### config.mk
export PLATFORM = sky130hd
export DESIGN_NAME = if_stage
export DESIGN_NICKNAME = d
export VERILOG_FILES = /design/src/rtl/if_stage_pkg.sv /design/src/rtl/if_inst_buf.sv /design/src/rtl/if_stage.sv
export SDC_FILE = /design/constraint.sdc
export NUM_CORES = 1
export LEC_CHECK = 0
export ABC_AREA = 1
export CAP_MARGIN = 20
export CORE_ASPECT_RATIO = 0.75
export CORE_MARGIN = 5
export CORE_UTILIZATION = 42
export DETAILED_ROUTE_END_ITERATION = 7
export PLACE_DENSITY = 0.84
export SYNTH_ARGS = -nofsm -noshare
export SYNTH_HDL_FRONTEND = slang
export SYNTH_SLANG_ARGS = --single-unit
### constraint.sdc
create_clock -name clk -period 4.6 [get_ports clk]
set_input_delay 0.69 -clock clk [delete_from_list [all_inputs] [get_ports clk]]
set_output_delay 0.69 -clock clk [all_outputs]
set_load 0.1 [all_outputs]
### src/rtl/if_stage_pkg.sv
// Shared IF-stage definitions: reset PC, inter-stage bus widths and the
// IF->ID bus field layout that id_stage unpacks with the same offsets.
package if_stage_pkg;

  localparam logic [31:0] RESET_PC        = 32'h1bff_fffc;
  localparam int          FS_TO_DS_BUS_WD = 65;
  localparam int          BR_BUS_WD       = 33;

  // IF->ID bus layout: {adef, pc[31:0], inst[31:0]}
  localparam int FS_BUS_ADEF_BIT = 64;
  localparam int FS_BUS_PC_LSB   = 32;
  localparam int FS_BUS_INST_LSB = 0;

  function automatic logic [FS_TO_DS_BUS_WD-1:0] pack_fs_bus(
    input logic        adef,
    input logic [31:0] pc,
    input logic [31:0] inst
  );
    return {adef, pc, inst};
  endfunction

endpackage

### src/rtl/if_inst_buf.sv
// One-entry holding register for the fetched word while ID stalls; when
// empty it passes the SRAM read data straight through.
module if_inst_buf (
  input  logic        clk,
  input  logic        reset,
  input  logic        capture,
  input  logic        clear,
  input  logic [31:0] rdata,
  output logic        valid,
  output logic [31:0] inst
);

  logic [31:0] data;

  always_ff @(posedge clk) begin
    if (reset || clear) begin
      valid <= 1'b0;
    end else if (capture) begin
      valid <= 1'b1;
      data  <= rdata;
    end
  end

  assign inst = valid ? data : rdata;

endmodule

### src/rtl/if_stage.sv
// Instruction-fetch stage: nextpc generation, inst SRAM request, branch
// redirect from ID and a stall buffer holding the fetched word for ID.
//
// Handshake: ID takes {adef, pc, inst} on a cycle where fs_to_ds_valid and
// id_allowin are both 1; while id_allowin is 0 the bus is held unchanged.
module if_stage
  import if_stage_pkg::*;
(
  input  logic                       clk,
  input  logic                       reset,
  input  logic                       id_allowin,
  input  logic                       br_taken,
  input  logic [31:0]                br_target,
  output logic                       fs_to_ds_valid,
  output logic [FS_TO_DS_BUS_WD-1:0] fs_to_ds_bus,
  output logic                       inst_sram_en,
  output logic                       inst_sram_we,
  output logic [31:0]                inst_sram_addr,
  output logic [31:0]                inst_sram_wdata,
  input  logic [31:0]                inst_sram_rdata
);

  logic        fs_valid;
  logic        fs_adef;
  logic [31:0] fs_pc;
  logic [31:0] seq_pc;
  logic [31:0] nextpc;
  logic [31:0] fs_inst;
  logic [31:0] buf_inst_out;
  logic        buf_valid;
  logic        buf_capture;
  logic        fs_ready_go;
  logic        fs_allowin;
  logic        to_fs_valid;
  logic        nextpc_misaligned;

  assign seq_pc            = fs_pc + 32'd4;
  assign nextpc            = br_taken ? br_target : seq_pc;
  assign nextpc_misaligned = (nextpc[1:0] != 2'b00);

  assign fs_ready_go = 1'b1;
  // A redirect frees IF even when ID is stalled: the held word is wrong-path.
  assign fs_allowin  = ~fs_valid | id_allowin | br_taken;
  assign to_fs_valid = ~reset;

  always_ff @(posedge clk) begin
    if (reset) begin
      fs_valid <= 1'b0;
      fs_pc    <= RESET_PC;
      fs_adef  <= 1'b0;
    end else if (to_fs_valid && fs_allowin) begin
      fs_valid <= 1'b1;
      fs_pc    <= nextpc;
      fs_adef  <= nextpc_misaligned;
    end
  end

  // The SRAM drops its output after one cycle, so grab it before ID resumes.
  assign buf_capture = fs_valid & ~fs_adef & ~id_allowin & ~br_taken & ~buf_valid;

  if_inst_buf u_inst_buf (
    .clk     (clk),
    .reset   (reset),
    .capture (buf_capture),
    .clear   (fs_allowin),
    .rdata   (inst_sram_rdata),
    .valid   (buf_valid),
    .inst    (buf_inst_out)
  );

  assign fs_inst = fs_adef ? 32'h0 : buf_inst_out;

  assign fs_to_ds_valid = fs_valid & fs_ready_go & ~br_taken;
  assign fs_to_ds_bus   = pack_fs_bus(fs_adef, fs_pc, fs_inst);

  assign inst_sram_en    = to_fs_valid & fs_allowin & ~nextpc_misaligned;
  assign inst_sram_we    = 1'b0;
  assign inst_sram_addr  = nextpc;
  assign inst_sram_wdata = 32'h0;

endmodule

== Word-level counts from Yosys, hierarchy flattened ==
Cells that the tools add are included.
Word-level totals
  memories kept: 0
  memory bits (writable): 0
  word-level logic and storage cells: 30
  latch bits: 0
  output and inout bits: 132
  flip-flop bits (word level): 67
  ROM bits: 0
  bits of input ports: 68
Operators by class
  shifts and indexed selects: 0
  $mul: 0
  bitwise gates (word level): 17
  multiplexer cells: 3
  equality and inequality tests: 0
  add/sub/neg operators: 1
  magnitude comparators: 0
  divide/modulo/power cells: 0
  reductions and logical operators: 4
Operators with widths (number)
  $mux W32: 3
  $add A32 B3 Y32 const B: 1
  $not A1 Y1: 8
  $and A1 B1 Y1: 7
  $or A1 B1 Y1: 2
  $reduce_and A2 Y1: 1
  $reduce_bool A2 Y1: 1
  $logic_and A1 B1 Y1: 1
  $logic_or A1 B1 Y1: 1

== Longest topological paths before layout ==
  depth after elaboration: 6
  mapped depth: 12
  gate-level depth less buffers: 12

== Cells and area by module ==
A second synthesis with hierarchy kept.
Unflattened totals
  cells, all modules: 680
  area total of the unflattened synthesis: 4494.3 µm²
Modules (own cells, without submodules)
  if_stage: seq. area each 680.7 µm², cells an instance 536, area an instance 3052.9 µm², instances 1
  if_inst_buf: seq. area each 980.9 µm², cells an instance 144, area an instance 1441.4 µm², instances 1

== Worst setup path after synthesis ==
No wires, ideal clock.
  path kind: input port to flip-flop
  from: input br_taken
  to: register u_inst_buf.data[0] (enable)
  library setup time: 461 ps
  data required time: 4139 ps
  slack: -370 ps
  path buffers: 2
  arrival: 4508 ps
  stages on the path: 7
  cells stage by stage: buf_2 -> nor2_2 -> nand2_1 -> nor2_2 -> inv_2 -> buf_2 -> nor3_1
On the way
  longest elaborated chain between the ends: 4
  elaborated cells on any way between the ends: 7
RTL lines
  start: declaration: line if_stage.sv:12  | input logic br_taken,
  $not A1 Y1 / $or A1 B1 Y1 (equally long branches): line if_stage.sv:59, if_stage.sv:43
  $and A1 B1 Y1 / $logic_or A1 B1 Y1 (equally long branches): line if_stage.sv:59, if_inst_buf.sv:16
  $and A1 B1 Y1 / $not A1 Y1 (equally long branches)
  $reduce_and A2 Y1 (no source line) (*)
  end signal: assignment: line if_inst_buf.sv:20  | data <= rdata;
  end: declaration: line if_inst_buf.sv:13  | logic [31:0] data;
Mark *: on every way between the ends. The rest lies on a longest branch, timed or not.
A chain may end at the register's enable or synchronous reset.

== Worst setup path after layout ==
  from: input br_taken
  to: output inst_sram_en
On the way
  longest elaborated chain between the ends: 4
  elaborated cells on any way between the ends: 6
RTL lines
  $mux W32: line if_stage.sv:38  | assign nextpc = br_taken ? br_target : seq_pc;
  $reduce_bool A2 Y1: line if_stage.sv:39  | assign nextpc_misaligned = (nextpc[1:0] != 2'b00);
  $not A1 Y1: line if_stage.sv:76  | assign inst_sram_en = to_fs_valid & fs_allowin & ~nextpc_misaligned;
  $and A1 B1 Y1 (*): line if_stage.sv:76
  end: declaration: line if_stage.sv:16  | output logic inst_sram_en,
Marked as above.

==> metrics.md <==
| Metric | Value |
|---|---|
| Multi-input logic area | `between 0.002 and 0.0025 mm2` |
| CTS tree | `built` |
| RSZ-0062 raised after global routing | `no` |
| Leading area contributor after synthesis | `edfxtp_1` |
| Crit path max fanout | `34` |
| Simple-Gate Fraction of Synth Area | `0.356` |
| Synth Instances | `between 600 and 700` |
| Share of post-route cells with drive strength above 1 | `0.162` |
| Drt pass-1 iters | `5` |
| Area Overhead vs Synth | `44.1%` |
| Total GRT Usage | `0.207` |
| FMAX | `just over 300 MHz` |
| Largest net degree at the start of global routing | `36` |
| Postcts setup bufs | `0` |
| Bufs and invs on worst path | `5` |
| Synth Area in Compound Gates | `0.100` |
| Multiplexer share of the synthesized area | `0` |
| # H-tree levels | `3` |
| WS Path Type | `input port to output port` |
| DIE WIDTH | `around 130 um` |
| Startpoint types | `input port` |
| Vias in the first global route | `4207` |
| Worst Max-Slew Pin Slew | `between 1 and 1.5 ns` |
| Die ar. | `0.0121 mm2` |
| Mapped Avg Cell Area | `~6.9 um2` |
| Final setup viols | `0` |
| Post-route cell area | `~0.0061 mm2` |
| Ports | `200` |
| CTS sink count | `between 60 and 70` |
| Crit path DAT | `2.54 ns` |
| Routability Congestion | `between 0.9 and 1` |
| Flip-flop and latch area | `0.00166 mm2` |
| Hpwl dp | `between 9 and 10 mm` |
| Sequential fraction of the synthesis area | `0.395` |
| First-pass GRT wire length | `about 21 mm` |
| Synth async-reset ratio | `0` |
| CP Data Required Time | `roughly 3.9 ns` |
| Root buf cell | `clkbuf_16` |
| Antenna violations before repair | `0` |
| Post-CTS sizing | `0` |
| Unique masters post-synth | `36` |
| Slowest stage cell on the critical path | `clkdlybuf4s50_1` |
| Critical-path cell list | `clkdlybuf4s50_1 -> buf_4 -> inv_2 -> or2_2 -> o21ai_0 -> inv_1 -> nor3_2 -> buf_12` |
| Placed cell area | `~0.0057 mm2` |
| Register-to-register setup slack | `2.34 ns` |
| Antenna diodes | `0` |
| Via count | `roughly 4400` |
| Area contributors post-synth | `edfxtp_1 (23%), nand2_1 (18%), dfxtp_1 (17%)` |
| Area fraction of the dominant cell type after synthesis | `0.228` |
| Leak pwr | `~2.8 nW` |
| Most frequent cells in the layout | `nand2_1 (206), clkdlybuf4s50_1 (100), buf_4 (68)` |
| Slowest Stage Delay on Critical Path | `approximately 0.45 ns` |
| IR drop worst, VDD | `~0.23 mV` |
| Total grt overflow | `0` |
| Vias/cell | `between 4 and 5` |
| Most common cell after layout, fill and taps aside | `nand2_1` |
| Clock Latency Late Sink | `approximately 0.33 ns` |
| Initial Util | `0.432` |
| Slew headroom | `0.315` |
| Antenna Nets Post-Route | `0` |
| Layout fillers | `854` |
| Yosys warnings | `0` |
| Slew Limit Fails | `0` |
| CTS buffer count | `9` |
| # nets final | `between 800 and 900` |
| Core Region | `a little under 0.01 mm2` |
| DRC violations left | `0` |
| XOR/XNOR Fraction of Synth Area | `0.0104` |
| CTS Buffer Depth | `2` |
| Row count | `31` |
| Min Tclk post-route | `approximately 3.2 ns` |
| Final Routed Wirelength | `between 10 and 15 mm` |
| Final Hold Vio Count | `0` |
| Adder-Cell Fraction of Synth Area | `0.00297` |
| Tot Pwr | `2.64 mW` |
| Layout Skew | `~0.0049 ns` |
| Clock slew at reported path FFs | `roughly 0.060 ns` |
| Port bufs | `166` |
| Synth Cell Area | `roughly 0.0042 mm2` |
| Main combinational cell family by area after synthesis | `simple AND/OR/NAND/NOR gates` |
| Max cap viols | `0` |
| Final period util | `0.703` |
| Post-DR wirelength/cell | `roughly 14 um` |
| Post-CTS Hold Fix Bufs | `0` |
| Top delay family on crit path | `buffers and inverters` |
| #FFs+latches synth | `67` |
| Status | `finished, final reports clean` |
| Crit end category | `output port` |
| Synth Flop Type | `dfxtp_1` |
| Number of DRC markers in iteration 0 | `just under 300` |
| EDFF count, synth | `32` |
| Min-Delay Path Class | `flop to flop` |
| Vert. Die Dim | `96.7 um` |
| Power per cell area | `roughly 430 mW/mm2` |
| TNS Setup | `0 ns` |
==> metrics by stage <==
stage	hold slack, ns	utilization	cells	setup slack [ns]
2_1_floorplan	0.620	-	641	0.134
3_3_place_gp	0.483	0.590	888	1.38
3_5_place_dp	0.477	0.590	888	1.27
4_1_cts	0.496	0.622	904	1.36
5_1_grt	0.510	0.622	904	1.24
6_report	0.488	0.622	904	1.37
==> flip-flops by register name (all words and copies together) (netlist names) <==
register,cells
fs_pc,32
u_inst_buf.valid,1
u_inst_buf.data,32
fs_valid,1
fs_adef,1
==> power breakdown <==
part	switching [mW]	internal, mW	leakage (nW)	total (mW)
Sequential	0.0443	0.657	0.581	0.701
Combinational	0.947	0.253	2.03	1.20
Clock	0.262	0.472	0.147	0.734
Total	1.25	1.38	2.76	2.64
==> worst paths after layout <==
check                           startpoint                 end  depth (start not counted)
worst min register to register    fs_pc[0]            fs_pc[0]                          2
worst min-delay path              fs_pc[0]            fs_pc[0]                          2
worst max register to register    fs_valid  u_inst_buf.data[6]                          7
worst max-delay path              br_taken        inst_sram_en                          8
==> Yosys cell counts (all sizes together), types with 2 or more instances <==
library cell,n
a21oi,40
and2,7
buf,42
clkbuf,15
dfxtp,35
edfxtp,32
inv,57
nand2,215
nand3,41
nand3b,3
nand4,6
nor2,59
nor3,3
o21ai,24
o21bai,2
o22a,2
o22ai,5
or2,10
xnor2,2
xor2,3
==> kinds of logic after synthesis <==
kind of cell / after synthesis
AOI/OAI and AO/OA: 77
xor gates and xnor gates: 5
adders and majority gates: 1
buffers and inverters: 114
DFF: 67
other: 1
and+or+nand+nor: 344
==> area by class of cell <==
cell class / instances / share of cell area
multi-input cells: 460 / 0.348
well taps: 132 / 0.0273
clock inverters: 7 / 0.0151
repair buffers: 172 / 0.263
flip-flops and latches: 67 / 0.274
clock buffers: 9 / 0.0372
inverters: 57 / 0.0353
==> tightest hold or removal path, stage by stage, from the launching register on <==
cell,delay (ns)
dfxtp_1,0.34
nand2_1,0.05
o21ai_0,0.06
==> routing by layer <==
metal  global-route usage  up-vias  routed length [um]  part of all wire
li1                     -     2205                   -                 -
met1                0.261     2001                5470              0.42
met2                0.331      199                5930              0.46
met3               0.0787       27                1270             0.098
met4               0.0575        0                 267             0.021
met5                    0        -                   0                 0
Power figures use the tool's default switching activity.
